--- config.mk ---
export PLATFORM = sky130hd
export DESIGN_NAME = jackpot_ctrl
export DESIGN_NICKNAME = d
export VERILOG_FILES = /design/src/rtl/jackpot_pkg.sv /design/src/rtl/jackpot_edge.sv /design/src/rtl/jackpot_ctrl.sv
export SDC_FILE = /design/constraint.sdc
export NUM_CORES = 1
export LEC_CHECK = 0
export ABC_CLOCK_PERIOD_IN_PS = 3000
export CAP_MARGIN = 10
export CORE_MARGIN = 2
export CORE_UTILIZATION = 50
export CTS_CLUSTER_DIAMETER = 120
export DETAILED_ROUTE_END_ITERATION = 8
export PLACE_DENSITY_LB_ADDON = 0.12
export SYNTH_ARGS = -nofsm -noshare
export SYNTH_HDL_FRONTEND = slang
export SYNTH_HIERARCHICAL = 1
export SYNTH_SLANG_ARGS = --single-unit
export TNS_END_PERCENT = 100
--- constraint.sdc ---
create_clock -name clock -period 3 [get_ports clock]
set_input_delay 0.6 -clock clock [delete_from_list [all_inputs] [get_ports clock]]
set_output_delay 0.6 -clock clock [all_outputs]
set_load 0.01 [all_outputs]
--- src/rtl/jackpot_pkg.sv ---
// Shared types and LED patterns for the jackpot board sequencer.
package jackpot_pkg;

    typedef enum logic [1:0] {
        IDLE = 2'd0,
        SPIN = 2'd1,
        WIN  = 2'd2,
        MISS = 2'd3
    } state_t;

    localparam logic [3:0] FIRST       = 4'b0001;
    localparam logic [3:0] SECOND      = 4'b0010;
    localparam logic [3:0] THIRD       = 4'b0100;
    localparam logic [3:0] FOURTH      = 4'b1000;
    localparam logic [3:0] WIN_PATTERN = 4'b1111;
    localparam logic [3:0] OFF         = 4'b0000;

    // Advance the lit LED one place: 0001 -> 0010 -> 0100 -> 1000 -> 0001.
    function automatic logic [3:0] rotate_led(input logic [3:0] led);
        return {led[2:0], led[3]};
    endfunction

endpackage

--- src/rtl/jackpot_edge.sv ---
// Two-flop synchronizer followed by a rising-edge detector, one flag per bit.
module jackpot_edge #(
    parameter int WIDTH = 1
) (
    input  logic             clock,
    input  logic             reset,
    input  logic [WIDTH-1:0] din,
    output logic [WIDTH-1:0] rise
);

    logic [WIDTH-1:0] sync1_q, sync1_d;
    logic [WIDTH-1:0] sync2_q, sync2_d;
    logic [WIDTH-1:0] prev_q, prev_d;

    always_comb begin
        sync1_d = din;
        sync2_d = sync1_q;
        prev_d  = sync2_q;
    end

    always_ff @(posedge clock or posedge reset) begin
        if (reset) begin
            sync1_q <= '0;
            sync2_q <= '0;
            prev_q  <= '0;
        end else begin
            sync1_q <= sync1_d;
            sync2_q <= sync2_d;
            prev_q  <= prev_d;
        end
    end

    assign rise = sync2_q & ~prev_q;

endmodule

--- src/rtl/jackpot_ctrl.sv ---
// Jackpot game sequencer: rotating LED, hit/miss judging, speed levels.
// Optional JACKPOT_BLINK_EN: WIN blinks 1111/0000 each step instead of solid 1111.
module jackpot_ctrl
    import jackpot_pkg::*;
#(
    parameter int CLK_DIV    = 25_000_000,
    parameter int LEVELS     = 4,
    parameter int MISS_STEPS = 4
) (
    input  logic                       clock,
    input  logic                       reset,
    input  logic                       start,
    input  logic [3:0]                 trigger,
    output logic [3:0]                 out,
    output logic [$clog2(LEVELS)-1:0]  level,
    output logic                       winPulse
);

    localparam int LVL_W = $clog2(LEVELS);
    localparam int CNT_W = $clog2(CLK_DIV + 1);
    localparam int MS_W  = $clog2(MISS_STEPS + 1);
    localparam logic [LVL_W-1:0] LVL_MAX     = LVL_W'(LEVELS - 1);
    localparam logic [CNT_W-1:0] MISS_TC     = CNT_W'(CLK_DIV - 1);
    localparam logic [MS_W-1:0]  MISS_LAST   = MS_W'(MISS_STEPS - 1);

    logic [3:0] trig_rise;
    logic [0:0] start_rise;

    jackpot_edge #(.WIDTH(4)) u_trig_edge (
        .clock (clock),
        .reset (reset),
        .din   (trigger),
        .rise  (trig_rise)
    );

    jackpot_edge #(.WIDTH(1)) u_start_edge (
        .clock (clock),
        .reset (reset),
        .din   (start),
        .rise  (start_rise)
    );

    state_t           state_q, state_d;
    logic [CNT_W-1:0] cnt_q, cnt_d;
    logic [3:0]       pos_q, pos_d;
    logic [LVL_W-1:0] level_q, level_d;
    logic [MS_W-1:0]  miss_q, miss_d;
    logic [3:0]       out_q, out_d;
    logic             win_pulse_q, win_pulse_d;
`ifdef JACKPOT_BLINK_EN
    logic             blink_q, blink_d;
`endif

    logic [CNT_W-1:0] period_m1;
    logic             step;

    assign period_m1 = CNT_W'((CLK_DIV >> level_q) - 1);
    assign step      = (cnt_q == period_m1);

    always_comb begin
        state_d     = state_q;
        cnt_d       = cnt_q;
        pos_d       = pos_q;
        level_d     = level_q;
        miss_d      = miss_q;
        win_pulse_d = 1'b0;
`ifdef JACKPOT_BLINK_EN
        blink_d     = blink_q;
`endif

        case (state_q)
            IDLE: begin
                if (start_rise[0]) begin
                    state_d = SPIN;
                    pos_d   = FIRST;
                    cnt_d   = '0;
                end
            end
            SPIN: begin
                // A press is judged against the LED lit before any step taken this cycle.
                if (trig_rise != OFF) begin
                    cnt_d = '0;
                    if (trig_rise == pos_q) begin
                        state_d     = WIN;
                        win_pulse_d = 1'b1;
                        if (level_q != LVL_MAX) begin
                            level_d = level_q + 1'b1;
                        end
`ifdef JACKPOT_BLINK_EN
                        blink_d = 1'b1;
`endif
                    end else begin
                        state_d = MISS;
                        level_d = '0;
                        miss_d  = '0;
                    end
                end else if (step) begin
                    cnt_d = '0;
                    pos_d = rotate_led(pos_q);
                end else begin
                    cnt_d = cnt_q + 1'b1;
                end
            end
            WIN: begin
                if (start_rise[0]) begin
                    state_d = SPIN;
                    pos_d   = FIRST;
                    cnt_d   = '0;
                end else begin
`ifdef JACKPOT_BLINK_EN
                    if (step) begin
                        cnt_d   = '0;
                        blink_d = ~blink_q;
                    end else begin
                        cnt_d = cnt_q + 1'b1;
                    end
`endif
                end
            end
            MISS: begin
                // Dark period is timed at the level-0 rate regardless of the level lost.
                if (cnt_q == MISS_TC) begin
                    cnt_d = '0;
                    if (miss_q == MISS_LAST) begin
                        state_d = SPIN;
                        pos_d   = FIRST;
                    end else begin
                        miss_d = miss_q + 1'b1;
                    end
                end else begin
                    cnt_d = cnt_q + 1'b1;
                end
            end
            default: begin
                state_d = IDLE;
            end
        endcase

        case (state_d)
            SPIN:    out_d = pos_d;
`ifdef JACKPOT_BLINK_EN
            WIN:     out_d = blink_d ? WIN_PATTERN : OFF;
`else
            WIN:     out_d = WIN_PATTERN;
`endif
            default: out_d = OFF;
        endcase
    end

    always_ff @(posedge clock or posedge reset) begin
        if (reset) begin
            state_q     <= IDLE;
            cnt_q       <= '0;
            pos_q       <= FIRST;
            level_q     <= '0;
            miss_q      <= '0;
            out_q       <= OFF;
            win_pulse_q <= 1'b0;
`ifdef JACKPOT_BLINK_EN
            blink_q     <= 1'b0;
`endif
        end else begin
            state_q     <= state_d;
            cnt_q       <= cnt_d;
            pos_q       <= pos_d;
            level_q     <= level_d;
            miss_q      <= miss_d;
            out_q       <= out_d;
            win_pulse_q <= win_pulse_d;
`ifdef JACKPOT_BLINK_EN
            blink_q     <= blink_d;
`endif
        end
    end

    assign out      = out_q;
    assign level    = level_q;
    assign winPulse = win_pulse_q;

endmodule
# After elaboration in Yosys (flattened, before gate mapping)
# Cells that the tools add are included.
[totals]
ff_bits = 56
elab_cells = 72
inputBits = 7
[op_classes]
n_eq_ne = 16
bitwise = 4
n_shift = 1
muxes = 28
n_addsub = 4
n_reduce_logical = 6
[ops]
columns = ["cell", "n"]
rows = [
  ["25-bit two-way mux", 4],
  ["25-bit one-hot mux with 3 select lines", 1],
  ["25-bit by 1-bit adder with 25-bit output, second input constant", 1],
  ["25-bit == test", 1],
  ["25-bit == test, second input constant", 1],
  ["25-bit by 2-bit right shift with 25-bit output, first input constant", 1],
  ["25-bit by 2-bit subtractor with 25-bit output, second input constant", 1],
  ["4-bit two-way mux", 5],
  ["2-bit two-way mux", 6],
  ["3-bit two-way mux", 4],
  ["4-bit one-hot mux with 3 select lines", 1],
  ["2-bit inequality test, second input constant", 5],
  ["4-bit one-hot mux with 2 select lines", 1],
  ["2-bit == test, second input constant", 3],
  ["2-bit one-hot mux with 3 select lines", 1],
  ["3-bit one-hot mux with 2 select lines", 1],
  ["5-bit AND reduction", 1],
  ["4-bit AND", 1],
  ["2-bit by 1-bit == test with 1-bit output, second input constant", 2],
  ["4-bit == test", 1],
  ["1-bit two-way mux", 4],
  ["2-bit by 1-bit inequality test with 1-bit output, second input constant", 2],
  ["4-bit NOT", 1],
  ["4-bit nonzero test", 1],
  ["other kinds (9)", 9],
]

# Logic depth before layout (Yosys ltp)
# Gate-level depths: netlist of the first run.
[depth]
depth_word = 8
mapped_depth = 12
ltp_nobuf = 12

# Cells and area by module
# Netlist of the first run, hierarchy kept.
[modules_own_cells]
columns = ["mod", "seq_area_each_um2", "n_inst", "area_each_um2", "cells_each"]
rows = [
  ["jackpot_ctrl", 1027.2, 1, 2601.2, 273],
  ["jackpot_edge at u_trig_edge", 300.3, 1, 359.1, 17],
  ["jackpot_edge at u_start_edge", 75.1, 1, 92.6, 5],
]

# Worst setup path after synthesis of the first run
# Ideal clock, no wire load.
[synth_path]
kind = "flip-flop to flip-flop"
from = "register level_q[0], in the netlist level[0]"
to = "register out_q[3], in the netlist out[3]"
path_stages_with_launch = 11
period_less_slack_ns = 2.690
required_time_ns = 2.880
arrival_ns = 2.570
path_buffers = 0
setup_slack_ns = 0.310
cell_sequence = "dfrtp_1 inv_1 ha_1 inv_1 ha_1 xor2_1 nand4_1 or4_1 nor4_4 o21ai_0 a31o_2"
[synth_via]
elab_chain_cells = 7
[synth_lines]
columns = ["item", "line", "text"]
rows = [
  ["from (decl)", "jackpot_ctrl.sv:46", "logic [LVL_W-1:0] level_q, level_d;"],
  ["from (signal assigned)", "jackpot_ctrl.sv:166", "level_q <= level_d;"],
  ["25-bit by 2-bit right shift with 25-bit output", "jackpot_ctrl.sv:57", "assign period_m1 = CNT_W'((CLK_DIV >> level_q) - 1);"],
  ["25-bit by 2-bit subtractor with 25-bit output", "jackpot_ctrl.sv:57", ""],
  ["25-bit == test", "jackpot_ctrl.sv:58", "assign step = (cnt_q == period_m1);"],
  ["4-bit two-way mux", "jackpot_ctrl.sv:97", "end else if (step) begin"],
  ["4-bit two-way mux", "jackpot_ctrl.sv:81", "if (trig_rise != OFF) begin"],
  ["4-bit one-hot mux with 3 select lines", "jackpot_ctrl.sv:71", "case (state_q)"],
  ["4-bit one-hot mux with 2 select lines", "jackpot_ctrl.sv:139", "case (state_d)"],
  ["via out_d[3]", "jackpot_ctrl.sv:48", "logic [3:0] out_q, out_d;"],
  ["to (signal assigned)", "jackpot_ctrl.sv:168", "out_q <= out_d;"],
  ["to (decl)", "jackpot_ctrl.sv:48", ""],
]
# The timed path passes the listed nets, and every way through them passes these cells.
# A chain may end at the register's enable or synchronous reset.

# Final worst setup path of the first run
[layout_path]
from = "register level_q[0], in the netlist level[0]"
to = "register out_q[1], in the netlist out[1]"
# The elaborated chain is that of the path after synthesis.

==> flow_results.org, run 1 <==
** Status
- Outcome :: finished, final reports clean

** Placement
- Post-placement cell area :: 3310 um^2
- Detailed placement finished with a half-perimeter wire length of 4730 um.
- Count of input and output buffers :: 13
- Cell total after placement :: 384
- At the end of routability-driven placement, the weighted congestion stood at 0.868.
- Minimum setup slack after placement :: 0.193 ns

** Synthesis
- Seq/Total Area, Yosys :: 45.9%
- Number of library cell types mapped by synthesis :: 56
- Syn avg cell area :: 10.3 um^2
- Async set or reset register ratio after synthesis :: 100%
- For this run, the leading register cell type out of synthesis is dfrtp_1.
- Number of synthesized flops with an enable pin :: 0
- The synthesized design contains 56 register bits.
- Syn Std Cell Area :: 3050 um^2
- Post-Syn Instances :: 295
- Net count of the mapped netlist :: 314
- Count of warnings emitted by yosys :: 6

** CTS
- Clock Tree Root :: clkbuf_8
- The clock passes through at most 2 buffers.
- CTS buffer count :: 5
- CTS saw 56 sinks.
- Clock latency of the later-clocked register in the worst-skew pair :: 0.31 ns
- The H-tree was split into 2 levels.
- TritonCTS clock tree :: built
- Post-CTS Hold Fix Bufs :: 0
- After clock tree synthesis, the clock-pin slew on the worst setup and hold paths is 0.11 ns.

** Cells and area
- The library cell used most frequently in the layout, excluding fill and tap cells, is dfrtp_1.
- The repair_antennas step left the layout with diodes totalling 0.
- Cell area after layout :: 3420 um^2
- Area added between synthesis and finish :: 12.1%
- Net total in the final layout :: 336
- Cells with a size suffix above 1 make up 13.2% of the layout.
- Excluding fillers, the count of instances in the completed layout stands at 393.
- Final core utilization :: 57.8%
- The library cells used most frequently in the layout, excluding fill and tap cells, are dfrtp_1, nor2_1, xor2_1, nand2_1, inv_1.

** Setup path
- CP max stage cell :: or4_1
- Crit Path Class :: reg2reg
- In this design, the stage delay of the slowest critical-path cell is 0.49 ns.
- For the worst setup path, the data arrival time is 2.99 ns.
- Crit-path max FO :: 5
- Crit path top cell by count :: inv_1
- Critical Path, Cell by Cell :: inv_1, ha_2, inv_1, ha_1, xor2_1, nand4_1, or4_1, nor4_4, mux2i_1, o31ai_1
- Req. time, crit path :: 3.20 ns
- STA classifies the critical path endpoint as a register.
- Together, buffers and inverters on the worst path number 2.
- Family with the most delay on the worst path :: simple AND/OR/NAND/NOR gates
- Startpoint class of the critical path :: register

** STA
- Final hold analysis gives a worst-case slack of 0.359 ns.
- The total count of max-transition violations in the final report is 0.
- Setup violations remaining at the end of the flow were counted as 0.
- Headroom to the max-slew limit came out at 57.2%.
- Upper clock frequency limit :: 358 MHz
- Adding up every negative setup slack in the final design gives 0 ns.
- Post-route setup slack :: 0.210 ns
- At the pin with the least slew margin, the transition time is 0.641 ns.
- Setup repair after global routing left no endpoint under its margin.
- Fin crit period :: 2.79 ns
- The final critical path takes up 93.0% of the cycle.
- The final count of hold timing violations came to 0.
- Post-Route Skew :: 0.0105 ns

** Detailed routing
- After detailed routing, the average wire length per cell comes to 16.1 um.
- Detailed routing inserted a total of 2232 vias.
- The first TritonRoute pass finished after 4 iterations.
- In the routed layout, each cell is associated on average with a via count of 5.68.
- For this run, design rule violations remaining after detail routing come to 0.
- For this block, the initial DRC count from the detailed router was 137.
- After detailed routing, the total wire length is 6340 um.
- Once detail routing completed, the nets flagged for antenna violations numbered 0.

** Global routing
- Number of global-route vias before repair :: 2177
- For this run the aggregate overflow at the end of global routing stands at 0.
- Pin count of the biggest net entering global routing :: 42
- Number of antenna violations at the first check in global routing :: 0
- First-pass GRT wire length :: 11000 um
- Combined global-route utilization of all metal layers :: 21.2%

** Pwr
- The design draws 1.94 mW.
- VDD sags by at most 0.000474 V.
- Total net switching power :: 658 uW
- Switching part of the total :: 33.8%
- In this run, flip-flops and latches consume 48.9% of the power.
- Leakage Power :: 1.50 nW
- Pwr dens :: 568 nW/um^2
- Internal power summed over all cells :: 1.29 mW
- The share of total power dissipated in the clock network is 22.3%.
- Combinational share of power :: 28.8%

** Worst hold path
- The tightest min-delay check is of the reg2reg type.

** Floorplan
- The initial utilization of the core area, before any placement, comes to 51.6%.
- The floorplan step defined a die boundary enclosing 6750 um^2.
- Measured along the x axis, the die boundary spans 82.1 um.
- Chip height :: 82.1 um
- During I/O placement, the number of pins put on the boundary was 14.
- Number of placement rows :: 28
- Std-Cell Core Area :: 5920 um^2

** Job
- Number of violations of the max-capacitance limit :: 0
==> worst paths after layout <==
path,from,endpoint,slack [ns],cells after the start
min in group asynchronous,reset,u_start_edge/prev_q,0.50,2
max reg2reg,level[0],out[1],0.21,10
min,u_trig_edge/sync1_q[0],u_trig_edge/prev_d[0],0.36,0
max,level[0],out[1],0.21,10
max in group asynchronous,reset,level[1],1.81,3
min reg2reg,u_trig_edge/sync1_q[0],u_trig_edge/prev_d[0],0.36,0
==> Yosys cell counts, types with 2 or more instances <==
library cell   n  area (um^2)
or3b_1         2         17.5
nor4_1         6         37.5
and4_1         2         17.5
a31o_2         2         17.5
o31ai_1        5         37.5
clkbuf_1       4         15.0
nor4b_1        3         26.3
a21o_1         2         15.0
nor3b_1        2         15.0
a32o_1         4         40.0
o21ai_0        6         30.0
nor3_1         5         25.0
inv_1         16         60.1
or4_1          3         22.5
ha_1          12          150
nand4_1       10         62.6
or3_1          5         31.3
dfrtp_1       55         1380
buf_2          4         20.0
o22a_1         2         17.5
xnor2_1       10         87.6
mux2_2         3         33.8
nand2b_1       7         43.8
nand3_1       12         60.1
nand2_1       16         60.1
nor2_1        35          131
a31oi_1        3         18.8
nor2b_4        5         68.8
and3_1         3         18.8
xor2_1        23          201
nand3b_1       2         15.0
buf_4          2         15.0
==> logic make-up (layout without fill, tap and decap cells) <==
family                     after synthesis  count (layout)  synth area share, %
buffers and inverters                   27              50                 3.77
muxes                                    4               4                 1.43
adders and majority gates               12              12                 4.92
AOI/OAI and AO/OA                       37              37                 9.80
DFF                                     56              56                 45.9
and+or+nand+nor                        125             125                 23.9
xor gates and xnor gates                34              34                 10.2
==> power by group through the flow <==
stage	Sequential (mW)	Combinational [mW]	Clock, mW
floorplan	0.921	0.437	0
global placement	0.962	0.551	0
detailed placement	0.965	0.565	0
CTS	0.950	0.567	0.451
global route	0.967	0.632	0.480
finish	0.951	0.560	0.434
==> flip-flops by register name, indices dropped and copies added, names as in the netlist, 2 cells and up <==
register	flops
miss_q	3
u_trig_edge/sync1_q	4
u_trig_edge/prev_q	4
level	2
out	4
pos_q	4
u_trig_edge/prev_d	4
cnt_q	25
state_q	2
==> layout make-up <==
| cell class | count | area [um^2] |
|---|---|---|
| Clock buffer | 5 | 68.8 |
| Clock inverter | 3 | 27.5 |
| Fill cell | 526 | 2500 |
| Inverter | 16 | 60.1 |
| Multi-Input combinational cell | 212 | 1540 |
| Sequential cell | 56 | 1400 |
| Tap cell | 75 | 93.8 |
| Timing Repair Buffer | 26 | 228 |
==> per-layer routing <==
metal / share of wire, % / routed length [um] / GRT usage [%]
met5: 0 / 0 / 0
met3: 3.0 / 187 / 3.48
met4: 0.32 / 20 / 3.00
met1: 51 / 3250 / 32.1
met2: 45 / 2880 / 32.8
==> timing repair <==
| action | in CTS | in global routing |
|---|---|---|
| buffers inserted | 0 | 1 |
| resized for setup | 0 | 4 |
| endpoints found under the setup margin | 0 | 3 |
==> worst register-to-register path, stage by stage, from the launching register on <==
cell	delay, ns
dfrtp_1	0.43
inv_1	0.11
ha_2	0.24
inv_1	0.05
ha_1	0.28
xor2_1	0.15
nand4_1	0.10
or4_1	0.49
nor4_4	0.38
mux2i_1	0.15
o31ai_1	0.30
Note: power is estimated with default switching activity, not from simulation.
==> inputs of run 2 (changes only) <==
Settings changed: ABC_CLOCK_PERIOD_IN_PS 3000 to 3200, CORE_UTILIZATION 50 to 45.
Clock period 3 ns to 3.2 ns, I/O delays scaled along.
==> run 2 against run 1 <==
Compared with the run above:
- clock skew is 0.0018 ns lower
- critical endpoint is now out[3]
- utilization fell by 7.0 points
- count of clock-buffer cells in the layout is 1 higher
- non-clock buffer count fell by 3
- register-to-register slack better by 0.08 ns
==> flow_results.org, run 2 (synthesis results as in run 1) <==
** Floorplan
- The placeable core region was 6680 um^2 (+13%).
- I/O pin total :: 14 (unchanged)
- Die outline area :: 7460 um^2 (+11%)
- The die width is 86.4 um (+5.1%).
- The effective utilization at floorplan is 45.7% (-5.9 points).
- The number of cell rows came to 30 (+7.1%).
- Chip height :: 86.4 um (+5.1%)

** Setup path
- Worst Reg-to-Reg Cells :: 10 (unchanged)
- Req. time, crit path :: 3.41 ns (+0.21 ns)
- The count of cell instances traversed by the critical path was 10 (unchanged).
- On the critical path, the stage with the largest delay is an instance of or4_1.
- Number of buffer and inverter stages on the critical path :: 2 (unchanged)
- STA classifies the critical path endpoint as a register.
- Reg-to-reg startpoint :: level[0]
- The largest stage delay on the critical path came to 0.49 ns (about the same).
- The critical path goes through inv_1, ha_1, inv_1, ha_1, xor2_1, nand4_1, or4_1, nor4_4, o21ai_0, a31o_2.
- Crit Path Class :: reg2reg
- Critical Path Start :: level[0]
- Crit-path max FO :: 9 (+4)
- R2r endpoint :: out[3]
- The slack of the worst reg-to-reg path is 0.29 ns (+0.08 ns).
- In this design, the largest share of critical-path delay is due to simple AND/OR/NAND/NOR gates.
- STA classifies the critical path startpoint as a register.
- The critical path data arrival time came to 3.13 ns (+0.14 ns).

** Cells and area
- Filler instances :: 636 (+21%)
- The count of non-filler cells in the finished layout came to 395 (+0.51%).
- Cell area after layout :: 3390 um^2 (-0.88%)
- Max FFs per register :: 25 (unchanged)
- Multi-input logic area :: 1540 um^2 (-0.33%)
- Relative to the synthesized area, the layout overhead comes to 11.1%.
- The library cell used most frequently in the layout, excluding fill and tap cells, is dfrtp_1.
- Sequential cell area in the final layout :: 1400 um^2 (about the same)
- Count of antenna diodes in the layout :: 0 (unchanged)
- Leading cell types in the layout, fill and taps excluded :: dfrtp_1, nor2_1, xor2_1, nand2_1, inv_1
- Ratio of cells with drive above 1 in the final layout :: 11.1% (-2.1 points)
- The net count of the finished layout came to 333 (-0.89%).
- cnt_q holds more flip-flops than any other register.

** CTS
- Number of cells upsized or downsized after cts :: 0 (unchanged)
- Post-CTS setup buffers :: 0 (unchanged)
- The post-CTS clock slew at the launch and capture registers of the worst setup and hold paths came to 0.10 ns (about the same).
- The total CTS buffers was 5 (unchanged).
- The count of H-tree levels built during CTS came to 2 (unchanged).
- Largest buffer count on any clock path :: 2 (unchanged)
- The cell sitting at the root of the clock tree is a clkbuf_8.
- The worst-skew pair later-pin latency was 0.31 ns (about the same).
- Post-CTS Hold Fix Bufs :: 0 (unchanged)
- TritonCTS built the clock tree.
- Total clock sinks :: 56 (unchanged)

** Placement
- GP Congestion :: 0.865 (-0.28%)
- The count of port buffers added during placement was 13 (unchanged).
- Final HPWL from detailed placement :: 4870 um (+3.0%)
- The placed instance area came to 3300 um^2 (-0.26%).
- The instance count after placement with tap cells included was 387 (+0.78%).

** STA
- Final Hold Viols :: 0 (unchanged)
- Final TNS setup :: 0 ns (unchanged)
- The transition time at the pin with the least slew margin is 0.756 ns (+0.114 ns).
- Upper clock frequency limit :: 343 MHz (-4.2%)
- The worst hold margin is 0.355 ns (-0.00384 ns).
- Number of pins with negative max-slew slack in the final report :: 0 (unchanged)
- Post-Route Skew :: 0.00871 ns (-0.00182 ns)
- Number of setup violations in the final report :: 0 (unchanged)
- The part of the cycle the worst path needs came to 91.0% (-2.0 points).
- The post-layout minimum cycle time was 2.91 ns (+0.122 ns).
- Max-slew headroom at the worst pin :: 49.2% (-8.0 points)
- Setup repair after global routing left no endpoint under its margin.

** Global routing
- The number of global-route vias before repair came to 2120 (-2.6%).
- The global route total overflow is 0 (unchanged).
- First-pass GRT wire length :: 11000 um (+0.13%)
- Pin count of the biggest net entering global routing :: 42 (unchanged)
- The number of antenna violations at the first check in global routing is 0 (unchanged).
- The global routing usage summed across all routing layers came to 18.8% (-2.4 points).

** Pwr
- The static leakage power came to 1.48 nW (-1.2%).
- Highest ir drop seen on vdd :: 0.000291 V (-39%)
- The cell area power density was 530 nW/um^2 (-6.7%).
- The total design power was 1.80 mW (-7.5%).

** Worst hold path
- Startpoint of the most critical hold path :: u_trig_edge/sync1_q[0]
- For hold timing, the worst endpoint is u_trig_edge/prev_d[0].
- The worst hold path cell count was 0 (unchanged).
- Worst min-delay path class :: reg2reg

** Detailed routing
- Total via count in the routed design :: 2249 (+0.76%)
- The number of remaining DRC errors came to 0 (unchanged).
- Wire length after detailed routing :: 6520 um (+2.8%)
- Drt first pass iters :: 4 (unchanged)
- The number of nets with antenna violations after detailed routing came to 0 (unchanged).
- Routed wirelength normalized by instance count :: 16.5 um (+2.3%)
- Detailed Route Iter0 Violations :: 137 (unchanged)
- The number of vias per cell was 5.69 (+0.25%).

** Job
- Number of violations of the max-capacitance limit :: 0 (unchanged)

** Status
- Outcome :: finished, final reports clean
[run 2: worst register-to-register path, cell delays in order, from the launching register on]
cell     delay, ns
dfrtp_1       0.48
inv_1         0.14
ha_1          0.27
inv_1         0.07
ha_1          0.29
xor2_1        0.14
nand4_1       0.10
or4_1         0.49
nor4_4        0.39
o21ai_0       0.19
a31o_2        0.27
[run 2: worst max-delay path by stage]
stage               slack [ns]  endpoint
floorplan                 0.51    out[3]
global placement          0.39    out[3]
detailed placement        0.31    out[3]
CTS                       0.28    out[1]
global route               0.1    out[1]
finish                    0.29    out[3]
[run 2: layout make-up]
cell class                 count  area share (%)
timing repair buffer          23            6.05
sequential                    56            41.4
tap                           80            2.95
clock inverter                 2           0.480
clock buffer                   6            2.14
multi-input combinational    212            45.3
inverter                      16            1.77
[run 2: metrics by stage]
step                      setup slack, ns  util (%)
after floorplan                     0.510         -
after global placement              0.393      49.4
after detailed placement            0.314      49.4
after CTS                           0.281      50.8
after global routing               0.0990      50.8
final                               0.288      50.8
[run 2: report_power, final]
group,internal [mW],leakage (nW),switching [mW]
registers,0.791,0.723,0.0982
logic,0.246,0.719,0.270
clock network,0.156,0.0414,0.237
[run 2: layer usage]
layer	global-route usage, %	share of wire, %
met2	29.9	47
met5	0	0
met3	3.81	2.7
met4	6.53	2.4
met1	25.5	47
